**src/rtl/bcd_display_pkg.sv**
```systemverilog
// Shared constants, FSM state type and seven-segment patterns for the BCD display controller.
package bcd_display_pkg;

   localparam int unsigned BIN_W   = 14;
   localparam int unsigned DIGITS  = 4;
   localparam int unsigned BCD_MAX = 9999;
   localparam int unsigned BCD_W   = 4 * DIGITS;
   localparam int unsigned ACC_W   = BCD_W + BIN_W;

   localparam logic [BIN_W-1:0] BCD_MAX_V = BIN_W'(BCD_MAX);

   typedef enum logic [1:0] {
      StIdle,
      StConvert,
      StUpdate
   } state_e;

   // Active-low {g,f,e,d,c,b,a}
   localparam logic [6:0] SEG_0     = 7'b1000000;
   localparam logic [6:0] SEG_1     = 7'b1111001;
   localparam logic [6:0] SEG_2     = 7'b0100100;
   localparam logic [6:0] SEG_3     = 7'b0110000;
   localparam logic [6:0] SEG_4     = 7'b0011001;
   localparam logic [6:0] SEG_5     = 7'b0010010;
   localparam logic [6:0] SEG_6     = 7'b0000010;
   localparam logic [6:0] SEG_7     = 7'b1111000;
   localparam logic [6:0] SEG_8     = 7'b0000000;
   localparam logic [6:0] SEG_9     = 7'b0010000;
   localparam logic [6:0] SEG_BLANK = 7'b1111111;

   // Double-dabble correction: nibbles >= 5 get +3 so the following shift carries into the next digit.
   function automatic logic [BCD_W-1:0] add3_adjust(input logic [BCD_W-1:0] bcd);
      logic [BCD_W-1:0] res;
      res = bcd;
      for (int i = 0; i < int'(DIGITS); i++) begin
         if (bcd[4*i +: 4] >= 4'd5) begin
            res[4*i +: 4] = bcd[4*i +: 4] + 4'd3;
         end
      end
      return res;
   endfunction

endpackage

```
**src/rtl/bcd_seg7.sv**
```systemverilog
// Combinational BCD digit to active-low seven-segment decoder with a blank override.
module bcd_seg7
   import bcd_display_pkg::*;
(
   input  logic [3:0] digit,
   input  logic       blank,
   output logic [6:0] seg
);

   always_comb begin
      seg = SEG_BLANK;
      if (!blank) begin
         case (digit)
            4'd0:    seg = SEG_0;
            4'd1:    seg = SEG_1;
            4'd2:    seg = SEG_2;
            4'd3:    seg = SEG_3;
            4'd4:    seg = SEG_4;
            4'd5:    seg = SEG_5;
            4'd6:    seg = SEG_6;
            4'd7:    seg = SEG_7;
            4'd8:    seg = SEG_8;
            4'd9:    seg = SEG_9;
            default: seg = SEG_BLANK;
         endcase
      end
   end

endmodule

```
**src/rtl/bcd_display_ctrl.sv**
```systemverilog
// Binary-to-BCD conversion (serial double-dabble) plus 4-digit multiplexed seven-segment scan.
// Optional leading-zero blanking is enabled by defining BCD_DISPLAY_BLANK_EN.
module bcd_display_ctrl
   import bcd_display_pkg::*;
#(
   parameter int unsigned CLK_DIV = 50000
) (
   input  logic             clk,
   input  logic             rst,
   input  logic             load,
   input  logic [BIN_W-1:0] value,
   output logic             busy,
   output logic             done,
   output logic             ovf,
   output logic [3:0]       an,
   output logic [6:0]       seg
);

   localparam int unsigned CntW = (CLK_DIV > 1) ? $clog2(CLK_DIV) : 1;

   state_e           state_q, state_d;
   logic [ACC_W-1:0] acc_q, acc_d;
   logic [3:0]       iter_q, iter_d;
   logic             ovf_q, ovf_d;
   logic [BCD_W-1:0] disp_q, disp_d;
   logic [BIN_W-1:0] clamped;

   logic [CntW-1:0]  div_q, div_d;
   logic [1:0]       idx_q, idx_d;
   logic [3:0]       an_q, an_d;
   logic [6:0]       seg_q, seg_next;
   logic [3:0]       digit_sel;
   logic             blank_sel;
   logic             tick;

   // ---------------- FSM ----------------
   always_ff @(posedge clk or negedge rst) begin
      if (!rst) begin
         state_q <= StIdle;
      end else begin
         state_q <= state_d;
      end
   end

   always_comb begin
      state_d = state_q;
      case (state_q)
         StIdle:    if (load) state_d = StConvert;
         StConvert: if (iter_q == 4'd1) state_d = StUpdate;
         StUpdate:  state_d = StIdle;
         default:   state_d = StIdle;
      endcase
   end

   always_comb begin
      busy = (state_q == StConvert) || (state_q == StUpdate);
      done = (state_q == StUpdate);
   end

   // ---------------- Conversion datapath ----------------
   assign clamped = (value > BCD_MAX_V) ? BCD_MAX_V : value;

   always_comb begin
      acc_d  = acc_q;
      iter_d = iter_q;
      ovf_d  = ovf_q;
      disp_d = disp_q;
      case (state_q)
         StIdle: begin
            if (load) begin
               acc_d  = {{BCD_W{1'b0}}, clamped};
               iter_d = 4'(BIN_W);
               ovf_d  = (value > BCD_MAX_V);
            end
         end
         StConvert: begin
            acc_d  = {add3_adjust(acc_q[ACC_W-1 -: BCD_W]), acc_q[BIN_W-1:0]} << 1;
            iter_d = iter_q - 4'd1;
         end
         StUpdate: disp_d = acc_q[ACC_W-1 -: BCD_W];
         default: ;
      endcase
   end

   always_ff @(posedge clk or negedge rst) begin
      if (!rst) begin
         acc_q  <= '0;
         iter_q <= '0;
         ovf_q  <= 1'b0;
         disp_q <= '0;
      end else begin
         acc_q  <= acc_d;
         iter_q <= iter_d;
         ovf_q  <= ovf_d;
         disp_q <= disp_d;
      end
   end

   // ---------------- Scan ----------------
   assign tick  = (div_q == CntW'(CLK_DIV - 1));
   assign div_d = tick ? '0 : div_q + 1'b1;
   assign idx_d = tick ? idx_q + 2'd1 : idx_q;
   assign an_d  = ~(4'b0001 << idx_d);

   // Next index drives the mux so an and seg switch together on the same edge.
   assign digit_sel = disp_q[{idx_d, 2'b00} +: 4];

`ifdef BCD_DISPLAY_BLANK_EN
   logic [3:0] lead_zero;
   always_comb begin
      lead_zero[3] = (disp_q[15:12] == 4'd0);
      lead_zero[2] = lead_zero[3] && (disp_q[11:8] == 4'd0);
      lead_zero[1] = lead_zero[2] && (disp_q[7:4] == 4'd0);
      lead_zero[0] = 1'b0;
      blank_sel    = lead_zero[idx_d];
   end
`else
   assign blank_sel = 1'b0;
`endif

   bcd_seg7 u_seg7 (
      .digit (digit_sel),
      .blank (blank_sel),
      .seg   (seg_next)
   );

   always_ff @(posedge clk or negedge rst) begin
      if (!rst) begin
         div_q <= '0;
         idx_q <= 2'd0;
         an_q  <= 4'b1110;
         seg_q <= SEG_0;
      end else begin
         div_q <= div_d;
         idx_q <= idx_d;
         an_q  <= an_d;
         seg_q <= seg_next;
      end
   end

   assign ovf = ovf_q;
   assign an  = an_q;
   assign seg = seg_q;

endmodule

```
**config.mk**
```make
export PLATFORM = sky130hd
export DESIGN_NAME = bcd_display_ctrl
export DESIGN_NICKNAME = d
export VERILOG_FILES = /design/src/rtl/bcd_display_pkg.sv /design/src/rtl/bcd_seg7.sv /design/src/rtl/bcd_display_ctrl.sv
export SDC_FILE = /design/constraint.sdc
export NUM_CORES = 1
export LEC_CHECK = 0
export CORE_MARGIN = 5
export CORE_UTILIZATION = 58
export DETAILED_ROUTE_END_ITERATION = 7
export GPL_ROUTABILITY_DRIVEN = 0
export PLACE_DENSITY_LB_ADDON = 0.08
export SYNTH_ARGS = -nofsm -noshare
export SYNTH_HDL_FRONTEND = slang
export SYNTH_SLANG_ARGS = --single-unit
```
**constraint.sdc**
```tcl
create_clock -name clk -period 3 [get_ports clk]
set_input_delay 0.6 -clock clk [delete_from_list [all_inputs] [get_ports clk]]
set_output_delay 0.6 -clock clk [all_outputs]
set_load 0.02 [all_outputs]
```
# After elaboration in Yosys (flattened, before gate mapping)
# Memory sizes are Yosys's and may differ from the RTL's. A register that Yosys moved wholly into a read port is not among the register bits.
# Index checks and enable logic that the tools add are counted.
[classes] n_addsub=7 order_cmp=5 eq_ne=6 n_shift=2 n_mux=14 bitwise=1 n_reduce_logical=7
[op_table] cell="$pmux 30 s2" count=1
[op_table] cell="$mux 30" count=1
[op_table] cell="$add 16x1->16 const B" count=1
[op_table] cell="$eq 16x16->1 const B" count=1
[op_table] cell="$ge 4x3->1 const B" count=4
[op_table] cell="$mux 16" count=1
[op_table] cell="$mux 4" count=4
[op_table] cell="$shiftx 16x5->4" count=1
[op_table] cell="$gt 14x14->1 const B" count=1
[op_table] cell="$mux 14" count=1
[op_table] cell="$add 4x2->4 const B" count=3
[op_table] cell="$pmux 4 s2" count=1
[op_table] cell="$mux 2" count=3
[op_table] cell="$reduce_and 2->1" count=3
[op_table] cell="$eq 4x1->1 const B" count=1
[op_table] cell="$ne 2x2->1 const B" count=2
[op_table] cell="$not 4->4" count=1
[op_table] cell="$pmux 2 s2" count=1
[op_table] cell="$shl 1x2->4 const A" count=1
[op_table] cell="$sub 4x1->4 const B" count=1
[op_table] cell="$add 3x2->3 const B" count=1
[op_table] cell="$mux 3" count=1
[op_table] cell="$add 2x1->2 const B" count=1
[op_table] cell="$eq 2x1->1 const B" count=1
[op_table] cell="5 further kinds" count=5
[word_totals] regBits=75 mem_bits_ro=112 in_bits=17 output_inout_bits=14 word_cells=51 n_memories=1
[mem_list] memory="(name not given)" depth=16 width=7 read_ports=1 rd_clocked_by_memory_dff=1 write_ports=0 line_no="bcd_seg7.sv:13" text="case (digit)"

# Depth between registers and ports, before layout
# Gate-level depths: netlist (run 1).
[depth] depth_word=4 depth_mapped=10 mapped_depth_nobuf=8

# Modules after synthesis
# From an unflattened synthesis (run 1), not the netlist that was laid out.
[unflattened] cells_unflattened=414 hier_area_um2=4291.6
[by_module_without_submodules] module="bcd_display_ctrl" n_inst=1 cells_per_inst=381 area_each_um2=4056.4
[by_module_without_submodules] module="bcd_seg7" n_inst=1 cells_per_inst=33 area_each_um2=235.2

# Worst setup path after synthesis (run 1)
# No wires, ideal clock.
[synth_timing] path_type="reg-to-reg" from="register div_q[0]" to="register seg_q[1], in the netlist seg[1]" arrival_time_ns=2.067 slack_ns=0.801 path_stages_with_launch=11 n_path_buf=2 path_cell_list="dfrtp_1 ha_1 and3_1 clkbuf_4 and4_4 buf_6 a311oi_1 o22ai_2 ha_1 nor2b_1 o22ai_1"
[synth_via] elab_chain_len=3
[synth_rtl] element="start: declaration" line_no="bcd_display_ctrl.sv:28" text="logic [CntW-1:0] div_q, div_d;"
[synth_rtl] element="start signal: assignment" line_no="bcd_display_ctrl.sv:134" text="div_q <= div_d;"
[synth_rtl] element="$eq 16x16->1" line_no="bcd_display_ctrl.sv:100" text="assign tick = (div_q == CntW'(CLK_DIV - 1));"
[synth_rtl] element="$mux 2" line_no="bcd_display_ctrl.sv:102" text="assign idx_d = tick ? idx_q + 2'd1 : idx_q;"
[synth_rtl] element="$shiftx 16x5->4" line_no="bcd_display_ctrl.sv:106" text="assign digit_sel = disp_q[{idx_d, 2'b00} +: 4];"
[synth_rtl] element="end: declaration" line_no="bcd_display_ctrl.sv:31" text="logic [6:0] seg_q, seg_next;"
# Every way passes these cells.
# A chain may end at the register's enable or synchronous reset.

# Final worst setup path (run 1)
[layout_timing] from="register state_q[0]" to="output done"
[layout_via] elab_chain_len=1
[layout_rtl] element="start: declaration" line_no="bcd_display_ctrl.sv:21" text="state_e state_q, state_d;"
[layout_rtl] element="start signal: assignment" line_no="bcd_display_ctrl.sv:39" text="state_q <= StIdle;"
[layout_rtl] element="start signal: assignment" line_no="bcd_display_ctrl.sv:41" text="state_q <= state_d;"
[layout_rtl] element="$eq 2x2->1" line_no="bcd_display_ctrl.sv:57" text="done = (state_q == StUpdate);"
[layout_rtl] element="end: declaration" line_no="bcd_display_ctrl.sv:13" text="output logic done,"
# Every way passes these cells.

==> out/metrics.csv, run 1 <==
stage,metric,value,unit
run_status,status,"complete, no violations",
sta,fin_tns_setup,0,ps
synth,post_synth_inst_count,398,
worst_setup_path,rr_startpoint,div_q[0],
worst_setup_path,worstPathArrival,1890,ps
synth,yosys_warnings,0,
global_routing,grt_antenna_before_repair,0,
floorplan,initial_core_util,60.1,%
floorplan,die_width,94.4,um
synth,ys_dominant_reg_cell,sky130_fd_sc_hd__dfrtp_1,
sta,timing.max_slew.rel_slack,24.4,%
worst_setup_path,critPathKind,register to output pin,
worst_setup_path,startpoint,state_q[0],
worst_setup_path,reg2reg_to,seg[1],
final_layout,antenna_cells,0,
final_layout,finish.cell_count_without_fillers,529,
power,p_total,3.25,mW
floorplan,core_region_area,0.00687,mm2
worst_setup_path,crit_path_start_kind,register,
synth,yosysSeqAreaShare,49.8,%
final_layout,post_layout_net_count,460,
sta,slew_worst_pin,1130,ps
worst_setup_path,highest_fanout_seen_on_the_critical_path,18,
final_layout,syn_to_final_growth,14.1,%
worst_setup_path,worst_setup_endpoint,done,
worst_setup_path,timing.critical_path.required,2400,ps
worst_setup_path,cp_cell_sequence,inv_1 > ha_1 > buf_4 > clkdlybuf4s50_1,
hold_path,hp-class,input pin to asynchronous set/reset pin,
sta,setup-violations-final,0,
sta,maxClockFrequency,401,MHz
clock_tree,cts-resized-gates,0,
floorplan,floorplan.rows,30,
clock_tree,cts_tree,yes,
floorplan,boundaryPins,31,
clock_tree,htree_levels,3,
clock_tree,max-clock-path-buffers,2,
synth,synthDominantAreaCellType,sky130_fd_sc_hd__dfrtp_1,
worst_setup_path,reg2reg_depth,8,
drt,ant_nets,0,
drt,drt_first_iter_violations,139,
sta,report.final.slew_viol_count,0,
sta,finalWorstPathRequiredPeriod,2490,ps
worst_setup_path,cp_slowest_stage_delay,650,ps
synth,synth.area.top_cells,"sky130_fd_sc_hd__dfrtp_1, sky130_fd_sc_hd__ha_1, sky130_fd_sc_hd__o21ai_0, sky130_fd_sc_hd__mux2_2, sky130_fd_sc_hd__nand2_1",
drt,detailed_router_iteration_count_before_antenna_repair,4,
clock_tree,holdBufCountCts,0,
synth,synth_top_area_share,47.3,%
global_routing,globalRouteOverflowTotal,0,
floorplan,fp.dieArea,0.00890,mm2
clock_tree,clkLatencyLatePin,350,ps
final_layout,filler_cell_count,552,
floorplan,die_height,94.4,um
synth,yosysUniqueCellTypes,57,
worst_setup_path,setup.worst_path.end_class,output pin,
synth,synth_fp_nets,430,
power,powerDensity,691,mW/mm2
power,power.static_leakage,2.09,nW
power,ir_worst_vdd,671,uV
drt,route.detailed.vias_per_inst,5.49,
global_routing,grt_pass1_wl,13200,um
flow_run,maxCapViolations,0,
synth,synth_enable_flop_cells,0,
sta,post-route-period-util,83.1,%
final_layout,layout-drive-gt1-share,14.3,%
place,hpwlAfterDp,5330,um
drt,routed_wl,7510,um
sta,final-hold-violation-count,0,
synth,synth.cell_area,0.00413,mm2
synth,ys_async_sr_fraction,100,%
synth,synth.ff_latch_count,82,
clock_tree,clk_transition_reported_paths,80,ps
sta,fin_worst_skew,9.96,ps
clock_tree,postCtsSetupBuffers,0,
sta,rsz0062_at_grt,false,
synth,syn_area_per_cell,10.4,um2
place,dp_cells,513,
drt,wire_per_inst,14.2,um
drt,post_route_drc,0,
clock_tree,cts.sinks,82,
global_routing,grt.total_usage,18.9,%
clock_tree,cts-buffers-inserted,9,
drt,routed-via-count,2903,
place,buffer_ports.inserted,30,
worst_setup_path,slowest_stage,sky130_fd_sc_hd__clkdlybuf4s50_1,
global_routing,grt_start_max_net_pins,83,
clock_tree,cts_root_buf,sky130_fd_sc_hd__clkbuf_8,
global_routing,first_global_vias,2877,
worst_setup_path,reg2reg_slack,530,ps
layout make-up:
| cell class | count | area [um2] | share of cell area, % |
|---|---|---|---|
| Multi-Input combinational cell | 279 | 1910 | 40.6 |
| Inverter | 18 | 67.6 | 1.44 |
| Sequential cell | 82 | 2060 | 43.7 |
| Tap cell | 96 | 120 | 2.55 |
| Clock buffer | 11 | 141 | 3.00 |
| Clock inverter | 5 | 55.1 | 1.17 |
| Timing Repair Buffer | 38 | 358 | 7.60 |
flip-flops by register name, summed over array words and instances (netlist names):
signal   flops
acc_q       30
disp_q      16
div_q       16
seg          7
an           4
iter_q       4
idx_q        2
state_q      2
ovf          1
logic make-up after synthesis:
family | Yosys count | synth area share [%]
and+or+nand+nor | 123 | 14.6
DFF | 82 | 49.8
buffers and inverters | 37 | 4.00
muxes | 29 | 8.55
adders and majority gates | 15 | 4.55
AOI/OAI and AO/OA | 89 | 13.6
xor gates and xnor gates | 23 | 4.88
Yosys cell counts, types with 3 or more instances:
cell                       instances
sky130_fd_sc_hd__xnor2_1          11
sky130_fd_sc_hd__and2_1            5
sky130_fd_sc_hd__nand2b_1          6
sky130_fd_sc_hd__o32ai_1           3
sky130_fd_sc_hd__nor2_1           32
sky130_fd_sc_hd__nand3_1          12
sky130_fd_sc_hd__o21ai_0          36
sky130_fd_sc_hd__nor3_1            7
sky130_fd_sc_hd__nor2b_1           3
sky130_fd_sc_hd__clkbuf_1         14
sky130_fd_sc_hd__mux2i_1           7
sky130_fd_sc_hd__o21ai_1           4
sky130_fd_sc_hd__inv_1            16
sky130_fd_sc_hd__ha_1             15
sky130_fd_sc_hd__dfstp_2           4
sky130_fd_sc_hd__o22ai_1           6
sky130_fd_sc_hd__a21oi_1          16
sky130_fd_sc_hd__a221oi_1          4
sky130_fd_sc_hd__xor2_1           12
sky130_fd_sc_hd__and3_1            4
sky130_fd_sc_hd__a31oi_1           5
sky130_fd_sc_hd__dfrtp_1          78
sky130_fd_sc_hd__mux2_2           16
sky130_fd_sc_hd__nand2_1          43
placed cells by master (no fill, tap or decap), drive strengths merged, types with 2 or more instances in the layout:
cell / count
dfstp: 4
o22ai: 7
ha: 15
mux2i: 9
nor2b: 3
nand2b: 6
mux2: 18
nand2: 43
a31oi: 5
xor2: 12
clkbuf: 11
dfrtp: 78
o21ai: 40
clkdlybuf4s50: 29
nand3: 12
nor3b: 2
and2: 5
mux4: 2
a21oi: 18
and3: 6
nor3: 7
inv: 17
and4bb: 2
buf: 9
clkinv: 3
xnor2: 11
o32ai: 3
a41oi: 2
a221oi: 4
nor2: 32
clkinvlp: 2
worst min path at each step:
stage	cells after the start	startpoint	slack (ps)	endpoint
detailed placement	1	div_q[0]	450	div_q[0]
finish	1	rst	420	seg[3]
global route	1	div_q[0]	480	div_q[0]
floorplan	0	rst	300	acc_q[0]
global placement	1	div_q[0]	440	div_q[0]
CTS	1	rst	450	seg[5]
critical path: cells and delay by family, from the launching register on:
family | cells | cell delay, ps
buffers and inverters | 3 | 980
adders and majority gates | 1 | 150
DFF | 1 | 410
power breakdown:
part / total (mW) / switching (mW) / internal, mW
Clock: 0.800 / 0.395 / 0.405
Combinational: 1.02 / 0.604 / 0.416
Sequential: 1.43 / 0.129 / 1.30
Total: 3.25 / 1.13 / 2.12
stage by stage:
step | hold WS (ps) | area, um2 | util [%] | worst slack (ps)
CTS | 451 | 4710 | 68.5 | 482
global placement | 439 | 4510 | 65.7 | 558
floorplan | 304 | 4130 | - | 801
finish | 419 | 4710 | 68.5 | 507
detailed placement | 450 | 4510 | 65.7 | 525
global route | 477 | 4710 | 68.5 | 334
routing by layer:
metal	global-route usage, %	share of wire (%)	wire length (um)
met2	31.4	48	3620
met1	23.7	46	3490
met4	7.22	1.9	146
met3	5.02	3.5	261
met5	0	0	0
Power figures use the tool's default switching activity.
==> inputs of run 2 (changes only) <==
==> constraint.sdc (replaced) <==
create_clock -name clk -period 2.3 [get_ports clk]
set_input_delay 0.46 -clock clk [delete_from_list [all_inputs] [get_ports clk]]
set_output_delay 0.46 -clock clk [all_outputs]
set_load 0.02 [all_outputs]
==> run 2 against run 1 <==
- sequential power increased by 30%
- cell area increased by 5.2%
- non-clock buffer count increased by 15
- critical path depth increased by 4
- die area unchanged
- highest routed layer unchanged
- critical path type is now register to register
- combinational power increased by 38%
- cell count increased by 3.0%
==> out/metrics.csv, run 2 (same netlist as run 1, synthesis figures left out) <==
stage,metric,value,unit,change
power,powerDensity,879,mW/mm2,+27%
worst_setup_path,worst_setup_endpoint,seg[6],,
global_routing,grt_start_max_net_pins,35,,-58%
sta,hold_slack,30.8,ps,-388 ps
worst_setup_path,startpoint,div_q[11],,
worst_setup_path,crit_path_start_kind,register,,
sta,setup-violations-final,0,,unchanged
drt,route.detailed.vias_per_inst,5.56,,+1.3%
final_layout,largest_reg_flops,30,,unchanged
sta,fin_worst_skew,7.75,ps,-2.21 ps
clock_tree,max-clock-path-buffers,2,,unchanged
final_layout,layout-drive-gt1-share,19.4,%,+5.1 points
floorplan,core_region_area,0.00687,mm2,unchanged
clock_tree,cts_tree,yes,,
place,post-place-ws,83.8,ps,-441 ps
final_layout,largest_registers,"acc_q: 30 flops, disp_q: 16 flops, div_q: 16 flops",,
sta,final_worst_slack,83.1,ps,-424 ps
final_layout,sequential_cell_area,0.00206,mm2,about the same
power,p_total,4.35,mW,+34%
place,buffer_ports.inserted,30,,unchanged
worst_setup_path,critical_path_cell_count,8,,+4
worst_setup_path,highest_fanout_seen_on_the_critical_path,6,,-12
run_status,status,"complete, no violations",,
floorplan,fp.dieArea,0.00890,mm2,unchanged
worst_setup_path,worstPathArrival,2500,ps,+610 ps
worst_setup_path,setup.worst_path.end_class,register,,
final_layout,fin_util,72.1,%,+3.6 points
flow_run,maxCapViolations,0,,unchanged
power,ir_worst_vdd,685,uV,+2.1%
floorplan,die_width,94.4,um,unchanged
global_routing,gr-usage-met3,3.51,%,-1.5 points
global_routing,grt_antenna_before_repair,0,,unchanged
worst_setup_path,reg2reg_slack,80,ps,-450 ps
final_layout,syn_to_final_growth,20.0,%,
drt,detailed_router_iteration_count_before_antenna_repair,5,,+1
worst_setup_path,cp_slowest_stage_delay,430,ps,-220 ps
clock_tree,clk_transition_reported_paths,80,ps,about the same
global_routing,grt.total_usage,19.6,%,+0.74 points
drt,post_route_drc,0,,unchanged
final_layout,layout_commonest_cell,sky130_fd_sc_hd__dfrtp_1,,
global_routing,grt_pass1_wl,13800,um,+4.7%
power,power.static_leakage,2.19,nW,+5.1%
drt,ant_nets,0,,unchanged
hold_path,hp-class,input pin to asynchronous set/reset pin,,
clock_tree,cts-buffers-inserted,9,,unchanged
sta,timing.max_slew.rel_slack,59.5,%,+35 points
place,hpwlAfterDp,5660,um,+6.1%
worst_setup_path,critPathKind,register to register,,
final_layout,largest_register,acc_q,,
sta,finalWorstPathRequiredPeriod,2220,ps,
global_routing,groute.layer.met1.usage,25.8,%,+2.2 points
worst_setup_path,cp_cell_sequence,and4bb_2 > and4_4 > buf_12 > mux2i_2 > o2111ai_4 > buf_6 > xnor2_1 > a21oi_2,,
sta,maxClockFrequency,451,MHz,
drt,routed_wl,7960,um,+5.9%
final_layout,most-common-layout-cells,"sky130_fd_sc_hd__dfrtp_1, sky130_fd_sc_hd__nand2_1, sky130_fd_sc_hd__o21ai_0",,
floorplan,boundaryPins,31,,unchanged
worst_setup_path,rr_startpoint,div_q[11],,
sta,final-hold-violation-count,0,,unchanged
worst_setup_path,critical_path.n_buffers_inverters,2,,-1
sta,slew_worst_pin,608,ps,-526 ps
clock_tree,htree_levels,3,,unchanged
floorplan,initial_core_util,60.1,%,unchanged
floorplan,floorplan.rows,30,,unchanged
worst_setup_path,timing.critical_path.required,2580,ps,+180 ps
drt,drt_first_iter_violations,144,,+3.6%
worst_setup_path,reg2reg_depth,8,,unchanged
drt,wire_per_inst,14.6,um,+2.8%
sta,post-route-period-util,96.4,%,
floorplan,die_height,94.4,um,unchanged
global_routing,grt-busiest-layer,met2,,
clock_tree,cts_root_buf,sky130_fd_sc_hd__clkbuf_8,,
global_routing,globalRouteOverflowTotal,0,,unchanged
worst_setup_path,reg2reg_to,seg[6],,
worst_setup_path,slowest_stage,sky130_fd_sc_hd__dfrtp_1,,
global_routing,first_global_vias,2995,,+4.1%
final_layout,filler_cell_count,508,,-8.0%
worst_setup_path,critical_path.top_delay_family,simple AND/OR/NAND/NOR gates,,
final_layout,antenna_cells,0,,unchanged
global_routing,routing_usage_on_met2,32.4,%,+1.0 points
sta,report.final.slew_viol_count,0,,unchanged
final_layout,multiInputGateArea,0.00197,mm2,+3.2%
drt,routed-via-count,3030,,+4.4%
clock_tree,cts.sinks,82,,unchanged
final_layout,post_layout_net_count,476,,+3.5%
clock_tree,clkLatencyLatePin,340,ps,about the same
-- run 2: changes by cell type in the layout (fill, tap and decap cells not counted), moves of 2 or more --
cell                         change
sky130_fd_sc_hd__clkinvlp_4      -2
sky130_fd_sc_hd__buf_12          +4
sky130_fd_sc_hd__mux2i_4         +2
sky130_fd_sc_hd__clkinv_4        +2
sky130_fd_sc_hd__buf_4          +10
-- run 2: worst min path at each step --
stage | cells past startpoint | slack (ps) | endpoint
6_report | 1 | 30 | seg[5]
5_1_grt | 1 | 40 | seg[5]
4_1_cts | 1 | 30 | seg[5]
3_5_place_dp | 1 | 410 | seg[5]
3_3_place_gp | 1 | 410 | seg[5]
2_1_floorplan | 0 | 160 | acc_q[0]
-- run 2: repair_timing --
item	CTS	global route
endpoints found under the setup margin	0	5
hold buffers	0	0
gates resized for setup	0	13
setup buffers	0	6
-- run 2: routing by layer --
metal	part of all wire, %	up-vias
met5	0	-
met4	1.2	0
met3	3.1	10
met2	51	54
met1	45	1480
li1	-	1486
-- run 2: power by group --
group	switching, mW	leakage, nW	total (mW)	internal (mW)
clock	0.515	0.110	1.08	0.567
combinational	0.805	1.01	1.41	0.602
sequential	0.164	1.07	1.86	1.70
total	1.48	2.19	4.35	2.87
-- run 2: worst reg2reg max path, delay by kind of cell, from the launching register on --
family / cells / cell delay (ps)
and+or+nand+nor: 2 / 690
AOI/OAI and AO/OA: 2 / 330
buffers and inverters: 2 / 310
xor gates and xnor gates: 1 / 130
muxes: 1 / 270
DFF: 1 / 430
-- run 2: area by class of cell --
class                   instances  share of cell area (%)
clock inverters                 5                    1.24
inverters                      18                    1.36
flip-flops and latches         82                    41.6
clock buffers                  11                    3.06
repair buffers                 53                    10.6
well taps                      96                    2.42
multi-input cells             280                    39.8
-- run 2: stage by stage --
step	instance area [um2]	setup TNS, ps	cells
6_report	4950	0	545
5_1_grt	4950	-43.4	545
4_1_cts	4820	0	538
3_5_place_dp	4600	0	522
3_3_place_gp	4600	0	522
2_1_floorplan	4130	0	398
==> inputs of run 3 (changes only) <==
--- a/config.mk
+++ b/config.mk
@@ -9,7 +9,7 @@
 export CORE_UTILIZATION = 58
 export DETAILED_ROUTE_END_ITERATION = 7
 export GPL_ROUTABILITY_DRIVEN = 0
-export PLACE_DENSITY_LB_ADDON = 0.08
+export PLACE_DENSITY = 0.79
 export SYNTH_ARGS = -nofsm -noshare
 export SYNTH_HDL_FRONTEND = slang
 export SYNTH_SLANG_ARGS = --single-unit
==> run 3 against run 2 <==
- the flow now finishes with violations (negative setup slack)
- core utilization is 0.15 points lower
- register-to-register slack worse by 150 ps
- sequential cell count stayed put
- largest power group unchanged
==> out/metrics.csv, run 3 (same netlist as run 1, synthesis figures left out) <==
stage,metric,value,unit,change
sta,hold_slack,15.3,ps,-15.5 ps
global_routing,globalRouteOverflowTotal,0,,unchanged
final_layout,largest_reg_flops,30,,unchanged
place,buffer_ports.inserted,30,,unchanged
final_layout,fin_util,72.0,%,-0.15 points
run_status,failing_checks,negative setup slack,,
global_routing,grt_antenna_before_repair,0,,unchanged
final_layout,antenna_cells,0,,unchanged
power,powerDensity,882,mW/mm2,+0.43%
final_layout,largest_registers,"acc_q: 30 flops, disp_q: 16 flops, div_q: 16 flops",,
final_layout,layout_commonest_cell,sky130_fd_sc_hd__dfrtp_1,,
worst_setup_path,worst_setup_endpoint,seg[1],,
final_layout,post_layout_net_count,478,,+0.42%
drt,detailed_router_iteration_count_before_antenna_repair,4,,-1
sta,timing.max_slew.rel_slack,67.9,%,+8.4 points
clock_tree,cts.sinks,82,,unchanged
flow_run,maxCapViolations,0,,unchanged
power,comb_power_share,32.2,%,about the same
global_routing,grt-busiest-layer,met2,,
global_routing,grt_pass1_wl,13700,um,-1.0%
power,internal_power,2.85,mW,-0.76%
floorplan,boundaryPins,31,,unchanged
worst_setup_path,setup.worst_path.end_class,register,,
sta,setup-violations-final,4,,+4
worst_setup_path,worstPathArrival,2610,ps,+110 ps
sta,rsz0062_at_grt,true,,
worst_setup_path,reg2reg_to,seg[1],,
drt,routed-via-count,3078,,+1.6%
floorplan,core_region_area,0.00687,mm2,unchanged
sta,post-route-period-util,103,%,+6.6 points
clock_tree,cts-buffers-inserted,9,,unchanged
final_layout,largest_register,acc_q,,
global_routing,first_global_vias,3051,,+1.9%
drt,routed_wl,8200,um,+3.0%
sta,slew_worst_pin,478,ps,-130 ps
worst_setup_path,crit_path_start_kind,register,,
global_routing,routing_usage_on_met2,32.0,%,-0.41 points
clock_tree,max-clock-path-buffers,2,,unchanged
global_routing,grt.total_usage,19.4,%,-0.19 points
sta,fin_worst_skew,7.02,ps,-0.731 ps
final_layout,layout-drive-gt1-share,19.1,%,-0.31 points
clock_tree,holdBufCountCts,0,,unchanged
worst_setup_path,rr_startpoint,div_q[4],,
global_routing,gr-usage-met3,3.35,%,-0.16 points
power,power.static_leakage,2.20,nW,+0.46%
clock_tree,cts_root_buf,sky130_fd_sc_hd__clkbuf_8,,
floorplan,fp.dieArea,0.00890,mm2,unchanged
drt,route.detailed.vias_per_inst,5.63,,+1.2%
worst_setup_path,cp_cell_sequence,nor4b_4 > buf_4 > a41oi_1 > a311oi_2 > o22ai_2 > ha_1 > nor2b_1 > o22ai_1,,
power,part_of_the_power_in_registers,42.7,%,about the same
global_routing,groute.layer.met1.usage,24.7,%,-1.2 points
final_layout,filler_cell_count,509,,+0.20%
worst_setup_path,cp_slowest_stage_delay,460,ps,+30 ps
drt,post_route_drc,0,,unchanged
worst_setup_path,timing.critical_path.required,2540,ps,-40 ps
final_layout,syn_to_final_growth,19.8,%,
clock_tree,cts_tree,yes,,
sta,maxClockFrequency,422,MHz,-6.4%
clock_tree,clk_transition_reported_paths,90,ps,about the same
worst_setup_path,reg2reg_slack,-70,ps,-150 ps
clock_tree,clkLatencyLatePin,360,ps,+20 ps
place,post-place-ws,53.1,ps,-30.7 ps
worst_setup_path,slowest_stage,sky130_fd_sc_hd__dfrtp_2,,
worst_setup_path,reg2reg_depth,8,,unchanged
floorplan,die_height,94.4,um,unchanged
power,ir_worst_vdd,563,uV,-18%
clock_tree,htree_levels,3,,unchanged
drt,wire_per_inst,15.0,um,+2.7%
floorplan,initial_core_util,60.1,%,unchanged
global_routing,grt_start_max_net_pins,35,,unchanged
sta,final-hold-violation-count,0,,unchanged
power,switching_power,1.52,mW,+2.1%
final_layout,most-common-layout-cells,"sky130_fd_sc_hd__dfrtp_1, sky130_fd_sc_hd__nand2_1, sky130_fd_sc_hd__o21ai_0",,
sta,finalWorstPathRequiredPeriod,2370,ps,+153 ps
floorplan,die_width,94.4,um,unchanged
worst_setup_path,critPathKind,register to register,,
place,dp_cells,521,,-0.19%
power,switching_share,34.7,%,+0.65 points
place,hpwlAfterDp,5580,um,-1.4%
drt,ant_nets,0,,unchanged
worst_setup_path,startpoint,div_q[4],,
run_status,status,"finished, violations left",,
hold_path,hp-class,input pin to asynchronous set/reset pin,,
floorplan,floorplan.rows,30,,unchanged
worst_setup_path,highest_fanout_seen_on_the_critical_path,5,,-1
sta,report.final.slew_viol_count,0,,unchanged
drt,drt_first_iter_violations,164,,+14%
sta,final_worst_slack,-69.7,ps,-153 ps
final_layout,finish.cell_count_without_fillers,547,,+0.37%
power,power.share.clock,25.1,%,+0.2 points
run 3: stage by stage:
step	power [mW]	setup TNS (ps)	instance area [um2]
after floorplan	2.80	0	4130
after CTS	4.37	0	4810
after global placement	3.21	0	4600
after global routing	4.69	-567	4940
final	4.36	-151	4940
after detailed placement	3.28	0	4600
run 3: how the worst min path moves through the flow:
| stage | from | end | slack (ps) | cells past startpoint |
|---|---|---|---|---|
| 2_1_floorplan | rst | acc_q[0] | 160 | 0 |
| 3_3_place_gp | rst | seg[0] | 410 | 1 |
| 3_5_place_dp | rst | seg[0] | 420 | 1 |
| 4_1_cts | rst | seg[3] | 20 | 1 |
| 5_1_grt | rst | seg[3] | 40 | 1 |
| 6_report | rst | seg[1] | 20 | 1 |
run 3: layer usage:
metal | vias to the layer above | wire length (um) | part of all wire (%)
met3 | 16 | 319 | 3.9
li1 | 1484 | - | -
met5 | - | 0 | 0
met4 | 0 | 182 | 2.2
met1 | 1508 | 3640 | 44
met2 | 70 | 4060 | 49
run 3: final cells by class:
cell class	count	area, um2	area share, %
clock buffers	10	138	2.78
clock inverters	6	72.6	1.47
inverters	18	71.3	1.44
multi-input cells	280	1960	39.7
flip-flops and latches	82	2060	41.6
well taps	96	120	2.43
repair buffers	55	523	10.6
run 3: what timing repair did:
item | CTS | global route
resized for setup | 0 | 10
setup buffers | 0 | 9
setup endpoints to repair | 0 | 5
run 3: power by group through the flow:
stage	sequential, mW	clock (mW)	combinational [mW]
after floorplan	1.89	0	0.907
after global placement	1.88	0	1.33
after detailed placement	1.89	0	1.39
after CTS	1.86	1.12	1.39
after global routing	1.90	1.18	1.61
final	1.86	1.09	1.41
run 3: worst max-delay path: cells and delay by family (launching register included):
kind	cells	cell delay, ps
compound gates	4	740
fa+ha+maj	1	330
buf+inv	1	180
flops	1	460
simple gates	2	520
